<file path="src/rtl/fc_pkg.sv">
// Fibre Channel port states and ordered-set encodings, shared by the
// transmit word generator and the receive-side decoder.
package fc;

  typedef enum logic [3:0] {
    LR1 = 4'd0,
    LR2 = 4'd1,
    LR3 = 4'd2,
    LF1 = 4'd3,
    LF2 = 4'd4,
    OL1 = 4'd5,
    OL2 = 4'd6,
    OL3 = 4'd7,
    AC  = 4'd8
  } state_t;

  localparam logic [31:0] PRIM_IDLE_WORD = 32'hBC95B5B5;
  localparam logic [31:0] PRIM_LR_WORD   = 32'hBC49BF49;
  localparam logic [31:0] PRIM_LRR_WORD  = 32'hBC35BF49;
  localparam logic [31:0] PRIM_NOS_WORD  = 32'hBC55BF45;
  localparam logic [31:0] PRIM_OLS_WORD  = 32'hBC358A55;
  localparam logic [3:0]  PRIM_K         = 4'b1000;

  // Ordered set a port transmits in each state; unknown encodings fall back to NOS.
  function automatic logic [31:0] prim_word(input state_t s);
    logic [31:0] w;
    case (s)
      LR1:     w = PRIM_LR_WORD;
      LR2:     w = PRIM_LRR_WORD;
      LR3:     w = PRIM_IDLE_WORD;
      LF1:     w = PRIM_OLS_WORD;
      LF2:     w = PRIM_NOS_WORD;
      OL1:     w = PRIM_OLS_WORD;
      OL2:     w = PRIM_LR_WORD;
      OL3:     w = PRIM_NOS_WORD;
      AC:      w = PRIM_IDLE_WORD;
      default: w = PRIM_NOS_WORD;
    endcase
    return w;
  endfunction

endpackage

</file>
<file path="src/rtl/fc_state_tx.sv">
// FC transmit word generator: emits the state's ordered set, or in AC
// user frames separated by a minimum IDLE run.
module fc_state_tx
  import fc::*;
#(
  parameter int IDLE_MIN = 6
) (
  input  logic        clk,
  input  logic        reset_n,
  input  state_t      state,
  input  logic [31:0] in_data,
  input  logic [3:0]  in_datak,
  input  logic        in_valid,
  input  logic        in_startofpacket,
  input  logic        in_endofpacket,
  output logic        in_ready,
  output logic [31:0] out_data,
  output logic [3:0]  out_datak,
  output logic        tx_active
);

  localparam int CW = $clog2(IDLE_MIN + 1);

  logic [CW-1:0] entry_q, entry_d, gap_q, gap_d;
  logic          in_frame_q, in_frame_d, abort_q, abort_d;
  logic [31:0]   out_data_q, out_data_d;
  logic [3:0]    out_datak_q, out_datak_d;
  logic          is_ac, abort, accept, send, idle_sent;

  always_comb begin
    is_ac     = (state == AC);
    tx_active = reset_n && is_ac && (entry_q == '0);
    // A frame cut short by leaving AC is drained to its EOF, never resumed.
    abort     = abort_q || (in_frame_q && !is_ac);
    in_ready  = reset_n && (abort || (in_frame_q ? tx_active
                                                 : (tx_active && gap_q == '0)));
    accept    = in_valid && in_ready;
    send      = accept && is_ac && !abort && (in_frame_q || in_startofpacket);
    idle_sent = is_ac && !send;

    in_frame_d = in_frame_q;
    abort_d    = abort_q;
    if (abort) begin
      in_frame_d = 1'b0;
      abort_d    = !(accept && in_endofpacket);
    end else if (accept) begin
      if (in_frame_q) in_frame_d = !in_endofpacket;
      else            in_frame_d = in_startofpacket && !in_endofpacket;
    end

    gap_d = gap_q;
    if (accept && in_endofpacket)     gap_d = CW'(IDLE_MIN);
    else if (idle_sent && gap_q != '0) gap_d = gap_q - CW'(1);

    entry_d = entry_q;
    if (!is_ac)                          entry_d = CW'(IDLE_MIN);
    else if (idle_sent && entry_q != '0) entry_d = entry_q - CW'(1);

    out_data_d  = prim_word(state);
    out_datak_d = PRIM_K;
    if (send) begin
      out_data_d  = in_data;
      out_datak_d = in_datak;
    end
  end

  always_ff @(posedge clk or negedge reset_n) begin
    if (!reset_n) begin
      entry_q     <= CW'(IDLE_MIN);
      gap_q       <= '0;
      in_frame_q  <= 1'b0;
      abort_q     <= 1'b0;
      out_data_q  <= PRIM_NOS_WORD;
      out_datak_q <= PRIM_K;
    end else begin
      entry_q     <= entry_d;
      gap_q       <= gap_d;
      in_frame_q  <= in_frame_d;
      abort_q     <= abort_d;
      out_data_q  <= out_data_d;
      out_datak_q <= out_datak_d;
    end
  end

  assign out_data  = out_data_q;
  assign out_datak = out_datak_q;

endmodule

</file>
<file path="config.mk">
export PLATFORM = sky130hd
export DESIGN_NAME = fc_state_tx
export DESIGN_NICKNAME = d
export VERILOG_FILES = /design/src/rtl/fc_pkg.sv /design/src/rtl/fc_state_tx.sv
export SDC_FILE = /design/constraint.sdc
export NUM_CORES = 1
export LEC_CHECK = 0
export ABC_AREA = 1
export CAP_MARGIN = 40
export CORE_MARGIN = 10
export CORE_UTILIZATION = 46
export CTS_BUF_LIST = sky130_fd_sc_hd__clkbuf_8
export DETAILED_ROUTE_END_ITERATION = 8
export PLACE_DENSITY = 0.87
export SLEW_MARGIN = 20
export SYNTH_ARGS = -nofsm -noshare
export SYNTH_HDL_FRONTEND = slang
export SYNTH_SLANG_ARGS = --single-unit
</file>
<file path="constraint.sdc">
create_clock -name clk -period 4.36 [get_ports clk]
set_clock_uncertainty 0.2 [all_clocks]
set_input_delay 0.872 -clock clk [delete_from_list [all_inputs] [get_ports clk]]
set_output_delay 0.872 -clock clk [all_outputs]
set_load 0.005 [all_outputs]
</file>
==> key figures, run 1 <==
Outcome
  • Outcome: finished, final reports clean

Route
  • DRT Pass-1 Iters: 4
  • # DRC: 0
  • Routed wire length: 4740 µm
  • Vias: 1525
  • WL/cell: 14.5 µm
  • Number of routed nets with antenna violations: 0
  • Vias/cell: 4.68
  • Drt first-iter violations: 94

Power and ir drop
  • Pwr per Cell Area: 324 nW/µm²
  • Sequential Power Share: 50.2%
  • Gate power share: 22.1%
  • Leak pwr: 1.33 nW
  • Peak VDD IR: 0.271 mV
  • Clock Power Share: 27.7%
  • Switching share of power: 26.8%
  • Switching power: 0.000246 W
  • Internal cell power: 0.000672 W

Floorplan
  • Die area: 7050 µm²
  • Chip Width: 83.9 µm
  • Rows: 23
  • Core ar.: 3970 µm²
  • Initial core utilization: 47.4%
  • Die H: 83.9 µm
  • IO Pins: 83

Global route
  • Residual overflow from global routing: 0
  • First-pass GRT wire length: 7940 µm
  • Initial antenna violation count: 0
  • Largest net degree at the start of global routing: 46
  • Gr usage total: 13.6%
  • Vias in the first global route: 1630

Run
  • Max Cap Viol: 0

Clocking
  • TritonCTS Buffers: 5
  • Post_cts resized: 0
  • Clk slew on worst S/H paths: 0.08 ns
  • H-tree Lvls: 2
  • TritonCTS sink count: 44
  • Hold_buf cts: 0
  • Clock Tree Buf Depth: 2
  • Postcts setup bufs: 0
  • Clock root cell: clkbuf_8
  • Clk_lat worst skew: 0.28 ns
  • CTS tree: yes

Synthesis
  • Avg Cell Area, Syn: 9.95 µm²
  • Synth async-reset ratio: 100%
  • Dominant synthesized flop cell: dfstp_2
  • Sequential fraction of the synthesis area: 60.0%
  • Synth area leader: dfstp_2
  • Post-synth cell types: 26
  • Synth Net Count: 238
  • Syn Inst Count: 189
  • Synth Register Bits: 44
  • Mapped Area: 1880 µm²
  • Area share of the largest cell type after synthesis: 30.7%
  • Synth warnings: 0
  • Post-synth EDFFs: 0
  • Synth area leaders: dfstp_2, dfrtp_1, inv_1

Worst setup path
  • Critical path endpoint category: output port
  • R2r setup slk: 1.91 ns
  • WS Path Type: in -> out
  • Most used cell along the critical path: clkdlybuf4s50_1
  • Critical-path cell list: clkdlybuf4s50_1 -> inv_1 -> nor2_2 -> nand2_2 -> clkinv_2 -> nand3_2 -> a21oi_2 -> clkdlybuf4s50_1
  • CP Buf/Inv Count: 4
  • Worst-path fanout max: 8
  • Slowest-stage cell, CP: clkdlybuf4s50_1
  • CP delay by family, top: buffers and inverters
  • FF-to-FF Start: entry_q[0]
  • Worst reg-to-reg path cell count: 11
  • Data required, critical path: 3.29 ns
  • Max incr delay on CP: 0.55 ns
  • Arrival @ worst endpoint: 2.70 ns
  • Crit Reg-Reg Endpoint: gap_q[1]
  • Setup crit start kind: input port
  • CP Depth: 8

Layout
  • Commonest non-fill, non-tap cell in the layout: clkdlybuf4s50_1
  • Final net count: 324
  • Reg area: 1130 µm²
  • Commonest non-fill, non-tap cells in the layout: clkdlybuf4s50_1, inv_1, nand2_1
  • Area grow syn2layout: 50.7%
  • Ant. Diodes: 0
  • Share of layout cells above drive strength 1: 14.9%
  • Multi-input gate area: 589 µm²
  • Layout fillers: 318

STA
  • Final Setup Violations: 0
  • Final Hold Fails: 0
  • Final min period: 3.77 ns
  • Setup_tns: 0 ns
  • Peak Freq: 265 MHz
  • Setup ws final: 0.586 ns
  • Slew HR: 62.6%
  • Fin crit share: 86.6%
  • RSZ-0062 raised after global routing: no
  • Final number of max-transition violations: 0
  • Worst-Margin Slew: 0.560 ns

Hold path
  • Worst hold start: entry_q[1]
  • Worst Hold End: entry_q[1]
  • Hold Path Stages: 2
  • Hold WC Path Type: reg -> reg

Placed design
  • GP Congestion: 0.760
  • Final HPWL DP: 3760 µm
  • Port Buffers: 82
  • Pre-CTS setup slack: 0.596 ns
-- worst max path at each step --
stage                  start  endpoint  slack, ns
global route        state[3]  in_ready       0.50
finish              state[3]  in_ready       0.59
detailed placement  state[3]  in_ready       0.60
floorplan           state[3]  in_ready       1.82
global placement    state[3]  in_ready       0.67
CTS                 state[3]  in_ready       0.60
-- state kept, by name (all words and copies together) (netlist names) --
name,count
abort_q,1
entry_q,3
gap_q,3
in_frame_q,1
out_data,32
out_datak,4
-- through the flow --
| step | power (W) | area [µm²] | util (%) | cells | hold slack, ns |
|---|---|---|---|---|---|
| finish | 0.000918 | 2830 | 71.4 | 326 | 0.276 |
| global route | 0.000973 | 2830 | 71.4 | 326 | 0.304 |
| floorplan | 0.000572 | 1880 | - | 189 | 0.242 |
| global placement | 0.000661 | 2740 | 69.0 | 318 | 0.259 |
| CTS | 0.000930 | 2830 | 71.4 | 326 | 0.278 |
| detailed placement | 0.000672 | 2740 | 69.0 | 318 | 0.266 |
-- synth_stat cells (all sizes together) (4+ instances only) --
master	instances
inv	35
nand2	30
dfrtp	22
dfstp	22
nor2	18
o21ai	12
nand3	11
or2	9
a21oi	7
o21a	5
buf	4
ha	4
-- power by group through the flow --
| stage | sequential, W | clock, W | combinational (W) |
|---|---|---|---|
| 2_1_floorplan | 0.000466 | 0 | 0.000106 |
| 3_3_place_gp | 0.000466 | 0 | 0.000196 |
| 3_5_place_dp | 0.000467 | 0 | 0.000204 |
| 4_1_cts | 0.000461 | 0.000264 | 0.000205 |
| 5_1_grt | 0.000465 | 0.000279 | 0.000230 |
| 6_report | 0.000461 | 0.000255 | 0.000203 |
-- worst reg2reg max path, cell delays in order, from the launching register on --
cell and delay, ns:
dfrtp_1 0.38, inv_1 0.11, ha_1 0.16, nand2_1 0.11, nor2_1 0.13, nand3_2 0.11, nand2_1 0.12, nand4_4 0.43
nand3_1 0.34, nand2_1 0.13, nand2_1 0.08, nand2_1 0.05
-- metal layers --
metal,vias to the layer above,track usage [%],wire length [µm]
li1,750,-,-
met1,706,14.4,1890
met2,62,23.6,2350
met3,7,6.35,448
met4,0,3.65,55
met5,-,0,0
-- cell type report --
class	count	area share [%]
Sequential cell	44	39.8
Timing Repair Buffer	83	29.1
Multi-Input combinational cell	105	20.8
Inverter	36	4.81
Clock buffer	6	2.91
Tap cell	50	2.21
Clock inverter	2	0.397
-- kinds of logic (layout without fill, tap and decap cells) --
family | after synthesis | in the layout | share of synthesized area, %
buffers and inverters | 40 | 127 | 8.65
xor gates and xnor gates | 2 | 2 | 0.932
adders and majority gates | 4 | 4 | 2.66
and+or+nand+nor | 72 | 72 | 19.2
AOI/OAI and AO/OA | 27 | 27 | 8.58
DFF | 44 | 44 | 60.0
Power figures use the tool's default switching activity.
==> run 2: changes to the inputs <==
CAP_MARGIN = not set   (was 40)
==> results of run 2 <==
Same layout as run 1: the final DEF is identical, and so are final timing and power.
